--- src/rtl/abba_feeder_if.sv ---
// Producer/recognizer-side signal bundle for abba_feeder.
// The feeder uses the slave modport and the environment drives the master modport.
interface abba_feeder_if #(
    parameter int unsigned DEPTH = 4
);
    localparam int unsigned CW = $clog2(DEPTH) + 1;

    logic [7:0]    in_char;
    logic          in_valid;
    logic          in_ready;
    logic          run;
    logic [1:2]    x;
    logic          x_valid;
    logic [CW-1:0] count;

    modport master (
        output in_char, in_valid, run,
        input  in_ready, x, x_valid, count
    );

    modport slave (
        input  in_char, in_valid, run,
        output in_ready, x, x_valid, count
    );
endinterface

--- src/rtl/abba_feeder.sv ---
// Encodes ASCII characters into 2-bit symbols, buffers them and streams one per clock
// to the abba recognizer. Define ABBA_FEEDER_CASE_FOLD_EN to also map 'A'/'B'.
module abba_feeder #(
    parameter int unsigned DEPTH    = 4,
    parameter logic [1:0]  IDLE_SYM = 2'b11
) (
    input logic          clock,
    input logic          reset,
    abba_feeder_if.slave bus
);
    localparam int unsigned AW = $clog2(DEPTH);
    localparam int unsigned CW = AW + 1;

    logic [1:0]    mem_q [DEPTH];
    logic [AW-1:0] wr_ptr_q, wr_ptr_d;
    logic [AW-1:0] rd_ptr_q, rd_ptr_d;
    logic [CW-1:0] count_q, count_d;
    logic [1:2]    x_q, x_d;
    logic          x_valid_q, x_valid_d;
    logic          in_ready;
    logic          push;
    logic          pop;

    function automatic logic [1:0] encode(input logic [7:0] c);
        logic [1:0] s;
        s = 2'b10;
        case (c)
            8'h61:   s = 2'b00;
            8'h62:   s = 2'b01;
`ifdef ABBA_FEEDER_CASE_FOLD_EN
            8'h41:   s = 2'b00;
            8'h42:   s = 2'b01;
`endif
            default: s = 2'b10;
        endcase
        return s;
    endfunction

    always_comb begin
        // No full-bypass: a simultaneous pop does not open the door when full.
        in_ready  = (count_q < CW'(DEPTH)) && !reset;
        push      = bus.in_valid && in_ready;
        pop       = bus.run && (count_q != '0);
        wr_ptr_d  = wr_ptr_q;
        rd_ptr_d  = rd_ptr_q;
        count_d   = count_q;
        x_d       = IDLE_SYM;
        x_valid_d = 1'b0;
        if (push) begin
            wr_ptr_d = wr_ptr_q + 1'b1;
        end
        if (pop) begin
            x_d       = mem_q[rd_ptr_q];
            x_valid_d = 1'b1;
            rd_ptr_d  = rd_ptr_q + 1'b1;
        end
        case ({push, pop})
            2'b10:   count_d = count_q + 1'b1;
            2'b01:   count_d = count_q - 1'b1;
            default: count_d = count_q;
        endcase
    end

    always_ff @(posedge clock) begin
        if (reset) begin
            wr_ptr_q  <= '0;
            rd_ptr_q  <= '0;
            count_q   <= '0;
            x_q       <= IDLE_SYM;
            x_valid_q <= 1'b0;
        end else begin
            wr_ptr_q  <= wr_ptr_d;
            rd_ptr_q  <= rd_ptr_d;
            count_q   <= count_d;
            x_q       <= x_d;
            x_valid_q <= x_valid_d;
        end
    end

    // Storage is not cleared on reset; push is already blocked while reset is high.
    always_ff @(posedge clock) begin
        if (push) begin
            mem_q[wr_ptr_q] <= encode(bus.in_char);
        end
    end

    assign bus.in_ready = in_ready;
    assign bus.x        = x_q;
    assign bus.x_valid  = x_valid_q;
    assign bus.count    = count_q;
endmodule

--- src/flat_wrapper.sv ---
// flat-port wrapper written by rule: the top's interface ports become plain ports
module abba_feeder_flat 
#(
    parameter int unsigned DEPTH    = 4,
    parameter logic [1:0]  IDLE_SYM = 2'b11
)
  (clock, reset, bus_in_char, bus_in_valid, bus_run, bus_in_ready, bus_x, bus_x_valid, bus_count);
  abba_feeder_if #(.DEPTH(DEPTH)) bus_i ();
  input logic clock;
  input logic reset;
  input wire logic [$bits(bus_i.in_char)-1:0] bus_in_char;
  input wire logic [$bits(bus_i.in_valid)-1:0] bus_in_valid;
  input wire logic [$bits(bus_i.run)-1:0] bus_run;
  output wire logic [$bits(bus_i.in_ready)-1:0] bus_in_ready;
  output wire logic [$bits(bus_i.x)-1:0] bus_x;
  output wire logic [$bits(bus_i.x_valid)-1:0] bus_x_valid;
  output wire logic [$bits(bus_i.count)-1:0] bus_count;
  assign bus_i.in_char = bus_in_char;
  assign bus_i.in_valid = bus_in_valid;
  assign bus_i.run = bus_run;
  assign bus_in_ready = bus_i.in_ready;
  assign bus_x = bus_i.x;
  assign bus_x_valid = bus_i.x_valid;
  assign bus_count = bus_i.count;
  abba_feeder #(.DEPTH(DEPTH), .IDLE_SYM(IDLE_SYM)) u_core (.clock(clock), .reset(reset), .bus(bus_i));
endmodule
--- config.mk ---
export PLATFORM = sky130hd
export DESIGN_NAME = abba_feeder_flat
export DESIGN_NICKNAME = d
export VERILOG_FILES = /design/src/rtl/abba_feeder_if.sv /design/src/rtl/abba_feeder.sv /design/src/flat_wrapper.sv
export SDC_FILE = /design/constraint.sdc
export NUM_CORES = 1
export LEC_CHECK = 0
export ABC_AREA = 1
export BUFFER_PORTS_ARGS = -buffer_cell sky130_fd_sc_hd__buf_2
export CORE_MARGIN = 2
export CORE_UTILIZATION = 45
export CTS_CLUSTER_SIZE = 14
export DETAILED_ROUTE_END_ITERATION = 10
export GPL_ROUTABILITY_DRIVEN = 0
export PLACE_DENSITY = 0.67
export SETUP_SLACK_MARGIN = 0.05
export SYNTH_ARGS = -nofsm -noshare
export SYNTH_HDL_FRONTEND = slang
export SYNTH_SLANG_ARGS = --single-unit
--- constraint.sdc ---
create_clock -name clock -period 2.3 [get_ports clock]
set_input_delay 0 -clock clock [delete_from_list [all_inputs] [get_ports clock]]
set_output_delay 0 -clock clock [all_outputs]
set_load 0.02 [all_outputs]
==> results.py, run 1 <==
metrics = {
    "power": {
        "total_power_w": 0.0009047,
        "pwr_density_cell_mw_per_mm2": 903.8,
        "power.net_switching_w": 0.0003425,
        "ir_drop_mv": 0.6155,
        "power.leakage_nw": 0.4528,
        "net_switching_fraction_of_the_power_pct": 37.86,
        "pwr-share-seq_pct": 46.5,
        "clockPowerShare_pct": 17.4,
        "power.internal_w": 0.0005621,
        "combPwrFrac_pct": 36.1,
    },
    "yosys": {
        "postSynthAreaPerCell_sq_um": 8.720,
        "synthDistinctLibCells": 18,
        "syn_area_sq_um": 854.6,
        "yosys-mux-area-fraction_pct": 0,
        "synth_compound_area_share_pct": 8.492,
        "ys_seq_area_share_pct": 51.54,
        "ys_seq_elements": 18,
        "syn_nets": 116,
        "synthXorXnorAreaFrac_pct": 0,
        "synthesis.instances": 98,
        "largest_family_of_logic_cells_by_synthesized_area": "simple AND/OR/NAND/NOR gates",
        "synthSimpleGateAreaFrac_pct": 21.52,
        "yosys.area_share.adder_pct": 9.663,
        "ys.warnings.count": 0,
    },
    "die": {
        "die_height_um": 47.58,
        "top_level_ports": 19,
        "core_sq_mm": 0.001764,
        "start_util_pct": 48.44,
        "placement_rows": 15,
        "die_width_um": 47.58,
        "fp.dieArea_sq_mm": 0.002264,
    },
    "sta": {
        "min_period_over_period_pct": 77.67,
        "finalCriticalPeriod_ns": 1.787,
        "rsz0062_at_grt": "false",
        "clock.fmax_mhz": 559.7,
        "tightest_slew_ns": 0.2782,
        "max_slew_margin_pct": 81.43,
        "slew_viol_final": 0,
        "timing.setup.tns_ns": 0,
        "setup_viol": 0,
        "finClkSkew_ns": 0.006658,
        "timing_hold_violations_final": 0,
        "setup_slack_ns": 0.5135,
    },
    "worst_setup_path": {
        "rr_endpoint": "u_core.bus.count[2]$_SDFFE_PP0P_",
        "timing.critical_path.fanout_max": 4,
        "r2r-start": "u_core.bus.count[2]$_SDFFE_PP0P_",
        "crit_slowest_cell": "sky130_fd_sc_hd__dfxtp_1",
        "cp_common_cell": "sky130_fd_sc_hd__nand2_1",
        "rr_worst_depth": 13,
        "worst_ep_required_ns": 2.50,
        "timing.critical_path.cells": "nor2_1 > nand2_1 > nand2_2 > inv_1 > ha_1 > inv_1 > fa_1 > inv_1 > nand2_1 > nand3_1 > nand2_1 > nand2_1 > nor2_1",
        "rrSetupSlack_ns": 0.51,
        "critical_path_class": "reg -> reg",
        "critical_path_arrival_ns": 1.98,
        "critPathCapture": "u_core.bus.count[2]$_SDFFE_PP0P_",
        "worst_path_largest_cell_delay_ns": 0.39,
        "worst_setup_path_startpoint": "u_core.bus.count[2]$_SDFFE_PP0P_",
        "worst_setup_path_end_kind": "flop",
        "worstSetupStartpointType": "flop",
    },
    "layout": {
        "num_antenna_cells": 0,
        "final_net_count": 139,
        "layout_overhead_on_the_synthesized_area_pct": 17.13,
        "finish.utilization_pct": 56.74,
        "post_route_cells_drive_above_1_share_pct": 22.50,
        "fillerInstances": 178,
    },
    "drt": {
        "detail_route.drc_violations": 0,
        "1st_pass_router_iterations": 4,
        "detailroute.via_count": 646,
        "detailedRoute.firstIterationViolations": 4,
        "avgRoutedWirePerCell_um": 9.897,
        "routed_wirelength_um": 1435,
        "via_per_inst": 4.455,
        "detail-route-antenna-nets": 0,
    },
    "clocking": {
        "cts_buffers": 3,
        "clock_tree_sinks": 18,
        "cts_max_level": 1,
        "tritoncts": "done",
        "post_cts.repair.setup_buffers": 0,
        "clk_pin_slew_ns": 0.10,
        "clk_path_buf_depth": 2,
        "clock_latency_ns": 0.29,
        "post_cts.resized_instances": 0,
        "clk_root_buffer_cell": "sky130_fd_sc_hd__clkbuf_4",
    },
    "placement": {
        "portBuffers": 18,
        "place.detailed.hpwl_um": 1150,
        "worst_slack_placed_ns": 0.5349,
    },
    "flow_run": {
        "max_cap_violations": 0,
    },
    "global_route": {
        "tot_gr_track_use_pct": 16.80,
        "grt_pass1_vias": 606,
        "grt_overflow_total": 0,
        "grt_pass1_wl_um": 2518,
        "grt_antenna_before_repair": 0,
        "pin_count_of_the_biggest_net_entering_global_routing": 11,
    },
    "outcome": {
        "status": "finished clean",
    },
    "min_path": {
        "hold_path.class": "in -> reg",
    },
}
==> Yosys cell counts, drive strengths merged <==
| cell type | n | area share (%) |
|---|---|---|
| fa | 1 | 2.3 |
| edfxtp | 8 | 28 |
| or2 | 1 | 0.73 |
| a21o | 1 | 0.88 |
| dfxtp | 10 | 23 |
| nand4 | 1 | 0.73 |
| ha | 5 | 7.3 |
| inv | 17 | 7.5 |
| nand3 | 5 | 2.9 |
| nor2 | 22 | 10 |
| a21oi | 5 | 2.9 |
| o21ai | 8 | 4.7 |
| buf | 1 | 1.3 |
| nand2 | 13 | 6.9 |
==> registers in the layout (all words and copies together) (netlist names) <==
| signal | count |
|---|---|
| u_core.bus.x | 2 |
| u_core.wr_ptr_q | 2 |
| u_core.rd_ptr_q | 2 |
| u_core.bus.count | 3 |
| u_core.bus.x_valid | 1 |
| u_core.mem_q | 8 |
==> kinds of logic after synthesis <==
logic type	count (synthesis)
simple gates	42
compound gates	14
flops	18
buf+inv	18
fa+ha+maj	6
==> cell usage in the layout, fill, tap and decap left out, drive strengths merged <==
cell type / netlist / routed
nor2: 22 / 22
buf: 1 / 18
inv: 17 / 17
nand2: 13 / 13
dfxtp: 10 / 10
o21ai: 8 / 8
edfxtp: 8 / 8
a21oi: 5 / 5
nand3: 5 / 5
ha: 5 / 5
clkbuf: 0 / 4
or2: 1 / 1
nand4: 1 / 1
a21o: 1 / 1
fa: 1 / 1
dlygate4sd3: 0 / 1
==> worst min path at each step <==
stage	from	to	slack, ns	cells after the start
2_1_floorplan	reset	bus_in_ready	0.06	1
6_report	bus_run	u_core.bus.x_valid$_SDFF_PP0_	0.02	3
3_5_place_dp	reset	u_core.rd_ptr_q[1]$_SDFFE_PP0N_	0.24	2
3_3_place_gp	reset	u_core.rd_ptr_q[1]$_SDFFE_PP0N_	0.24	2
4_1_cts	bus_run	u_core.rd_ptr_q[1]$_SDFFE_PP0N_	0.006	3
5_1_grt	bus_run	u_core.bus.x_valid$_SDFF_PP0_	0.008	3
==> per-stage QoR <==
| step | std cells | area [sq um] | hold WS [ns] |
|---|---|---|---|
| 5_1_grt | 145 | 1001 | 0.008250 |
| 2_1_floorplan | 98 | 854.6 | 0.05639 |
| 3_5_place_dp | 140 | 964.7 | 0.2445 |
| 4_1_cts | 145 | 1001 | 0.006375 |
| 3_3_place_gp | 140 | 964.7 | 0.2410 |
| 6_report | 145 | 1001 | 0.02374 |
==> layout make-up <==
| cell class | count | area [sq um] | area share (%) |
|---|---|---|---|
| clock buffer | 4 | 26.28 | 2.625 |
| inverter | 17 | 63.81 | 6.375 |
| multi-input combinational | 62 | 339.1 | 33.87 |
| sequential | 18 | 440.4 | 44.00 |
| tap | 25 | 31.28 | 3.125 |
| timing repair buffer | 19 | 100.1 | 10.00 |
==> worst max-delay path: cells and delay by family (launching register included) <==
family	cells	cell delay, ns
fa+ha+maj	2	0.54
buf+inv	3	0.22
flops	1	0.39
simple gates	8	0.54
==> metal layers <==
metal | wire, um | track usage [%] | vias to the layer above
met5 | 0 | 0 | -
met4 | 36 | 8.108 | 0
met3 | 56 | 6.792 | 4
met2 | 689 | 25.95 | 11
met1 | 653 | 20.48 | 274
li1 | - | - | 357
==> power by group through the flow <==
stage / Clock, W / Combinational [W] / Sequential [W]
4_1_cts: 0.000167 / 0.000330 / 0.000422
3_5_place_dp: 0 / 0.000327 / 0.000428
5_1_grt: 0.000182 / 0.000383 / 0.000430
3_3_place_gp: 0 / 0.000315 / 0.000427
2_1_floorplan: 0 / 0.000225 / 0.000452
6_report: 0.000157 / 0.000327 / 0.000421
==> repair_timing <==
action,in CTS,in global routing
setup endpoints to repair,0,0
hold buffers,1,0
endpoints found under the hold margin,4,0
Power figures use the tool's default switching activity.
==> inputs of run 2 (changes only) <==
==> constraint.sdc (replaced) <==
create_clock -name clock -period 1.7 [get_ports clock]
set_input_delay 0 -clock clock [delete_from_list [all_inputs] [get_ports clock]]
set_output_delay 0 -clock clock [all_outputs]
set_load 0.02 [all_outputs]
==> run 2 against run 1 <==
  * Total power grew 66%
  * Critical endpoint is now u_core.rd_ptr_q[1]$_SDFFE_PP0N_
  * First-iteration DRC count grew 130%
  * Fmax grew 11%
  * Cell count grew 4.8%
  * Clock skew shrank 0.00088 ns
  * Sequential power grew 39%
  * Setup slack lost 0.42 ns
  * Combinational power grew 100%
  * Count of clock-buffer cells in the layout is the same
  * Non-clock buffer count grew 7
  * Largest cell class unchanged
==> results.py, run 2 (synthesis gave the netlist of run 1 again) <==
metrics = {
    "outcome": {
        "status": "finished clean",
    },
    "clocking": {
        "cts_max_level": 1,
        "tritoncts": "done",
        "clock_latency_ns": 0.29,
        "clk_path_buf_depth": 2,
        "clk_root_buffer_cell": "sky130_fd_sc_hd__clkbuf_4",
        "clk_pin_slew_ns": 0.10,
        "cts_buffers": 3,
        "clock_tree_sinks": 18,
    },
    "power": {
        "net_switching_fraction_of_the_power_pct": 37.23,
        "power.internal_w": 0.0009419,
        "power.net_switching_w": 0.0005586,
        "pwr-share-seq_pct": 38.9,
        "combPwrFrac_pct": 43.7,
        "pwr_density_cell_mw_per_mm2": 1334,
        "power.leakage_nw": 0.5034,
        "clockPowerShare_pct": 17.4,
        "ir_drop_mv": 1.066,
    },
    "layout": {
        "layout_overhead_on_the_synthesized_area_pct": 31.63,
        "post_route_cells_drive_above_1_share_pct": 36.22,
        "register_containing_the_most_flip_flops_in_the_final_layout": "u_core.mem_q",
        "final_net_count": 146,
        "largest_register_ff_count": 8,
        "fin_area_sq_mm": 0.001125,
        "num_antenna_cells": 0,
        "leading_cell_types_in_the_layout_fill_and_taps_excluded": "sky130_fd_sc_hd__nor2_1, sky130_fd_sc_hd__buf_2, sky130_fd_sc_hd__inv_1",
        "finish.utilization_pct": 63.76,
    },
    "global_route": {
        "pin_count_of_the_biggest_net_entering_global_routing": 11,
        "tot_gr_track_use_pct": 16.51,
        "grt_pass1_wl_um": 2463,
        "grt_overflow_total": 0,
        "grt_pass1_vias": 608,
        "grt_antenna_before_repair": 0,
    },
    "sta": {
        "clock.fmax_mhz": 621.4,
        "slew_viol_final": 0,
        "rsz0062_at_grt": "false",
        "min_period_over_period_pct": 94.66,
        "tightest_slew_ns": 0.2529,
        "holdWs_ns": 0.1076,
        "timing.setup.tns_ns": 0,
        "max_slew_margin_pct": 83.12,
        "finalCriticalPeriod_ns": 1.609,
        "finClkSkew_ns": 0.005775,
        "setup_viol": 0,
        "timing_hold_violations_final": 0,
    },
    "worst_setup_path": {
        "rrSetupSlack_ns": 0.09,
        "critical_path_arrival_ns": 1.80,
        "critical_path.n_buffers_inverters": 3,
        "timing.critical_path.fanout_max": 2,
        "worstSetupStartpointType": "flop",
        "crit_slowest_cell": "sky130_fd_sc_hd__dlygate4sd3_1",
        "timing.critical_path.cells": "nor2_2 > nand2_4 > buf_4 > buf_4 > nand3_1 > a21oi_1 > dlygate4sd3_1",
        "worst_ep_required_ns": 1.89,
        "worst_path_largest_cell_delay_ns": 0.54,
        "critical_path_class": "reg -> reg",
        "worst_path_dominant_cell_family": "buffers and inverters",
        "worst_setup_path_end_kind": "flop",
        "cp_common_cell": "sky130_fd_sc_hd__buf_4",
    },
    "drt": {
        "detail-route-antenna-nets": 0,
        "detail_route.drc_violations": 0,
        "1st_pass_router_iterations": 4,
        "detailedRoute.firstIterationViolations": 9,
        "via_per_inst": 4.539,
        "routed_wirelength_um": 1579,
        "avgRoutedWirePerCell_um": 10.39,
        "detailroute.via_count": 690,
    },
    "die": {
        "die_height_um": 47.58,
        "top_level_ports": 19,
        "start_util_pct": 48.44,
        "core_sq_mm": 0.001764,
        "fp.dieArea_sq_mm": 0.002264,
        "placement_rows": 15,
        "die_width_um": 47.58,
    },
    "placement": {
        "placement.cell_area_sq_um": 993.5,
        "place.detailed.hpwl_um": 1150,
        "portBuffers": 18,
    },
    "min_path": {
        "hold_path.class": "in -> reg",
    },
    "flow_run": {
        "max_cap_violations": 0,
    },
}
run 2: repair_timing:
| action | in CTS | in global routing |
|---|---|---|
| buffers inserted | 1 | 2 |
| pin swaps | 3 | 2 |
| endpoints found under the hold margin | 2 | 0 |
| hold buffers | 3 | 0 |
| endpoints found under the setup margin | 1 | 2 |
| resized for setup | 6 | 8 |
run 2: final timing paths:
| path | from | endpoint | cells past startpoint |
|---|---|---|---|
| setup / recovery | u_core.bus.count[2]$_SDFFE_PP0P_ | u_core.rd_ptr_q[1]$_SDFFE_PP0N_ | 7 |
| hold / removal | bus_in_valid | u_core.bus.count[0]$_SDFFE_PP0P_ | 4 |
| setup reg to reg | u_core.bus.count[2]$_SDFFE_PP0P_ | u_core.rd_ptr_q[1]$_SDFFE_PP0N_ | 7 |
| hold reg to reg | u_core.mem_q[1][1]$_DFFE_PP_ | u_core.bus.x[1]$_SDFF_PP1_ | 2 |
run 2: worst min-delay path: cells and delay by family:
family,cells,cell delay [ns]
AO/OA/AOI/OAI,1,0.05
AND/OR/NAND/NOR,1,0.07
buffers and inverters,1,0.11
adder cells (fa/ha/maj),1,0.13
run 2: power by group through the flow:
stage / logic, W / clock network, W / registers [W]
finish: 0.000656 / 0.000261 / 0.000584
global route: 0.000727 / 0.000287 / 0.000598
CTS: 0.000544 / 0.000271 / 0.000579
detailed placement: 0.000470 / 0 / 0.000588
global placement: 0.000452 / 0 / 0.000586
floorplan: 0.000307 / 0 / 0.000628
run 2: metal layers:
layer | GRT usage, % | up-vias | share of wire (%)
li1 | - | 370 | -
met1 | 19.14 | 310 | 42
met2 | 26.49 | 8 | 53
met3 | 6.792 | 2 | 3.2
met4 | 8.108 | 0 | 1.2
met5 | 0 | - | 0
run 2: final cells by class:
cell class | instances | area [sq um]
Fill cell | 173 | 639.4
Sequential cell | 18 | 449.2
Clock buffer | 4 | 36.28
Inverter | 17 | 66.31
Multi-Input combinational cell | 62 | 384.1
Timing Repair Buffer | 26 | 157.7
Tap cell | 25 | 31.28
run 2: through the flow:
step                setup WS, ns  total power (W)  instances
floorplan                0.05714        0.0009349         98
global placement         0.01150         0.001039        142
detailed placement      -0.07231         0.001058        142
CTS                      0.06383         0.001395        150
global route             0.02115         0.001612        152
finish                   0.09081         0.001501        152
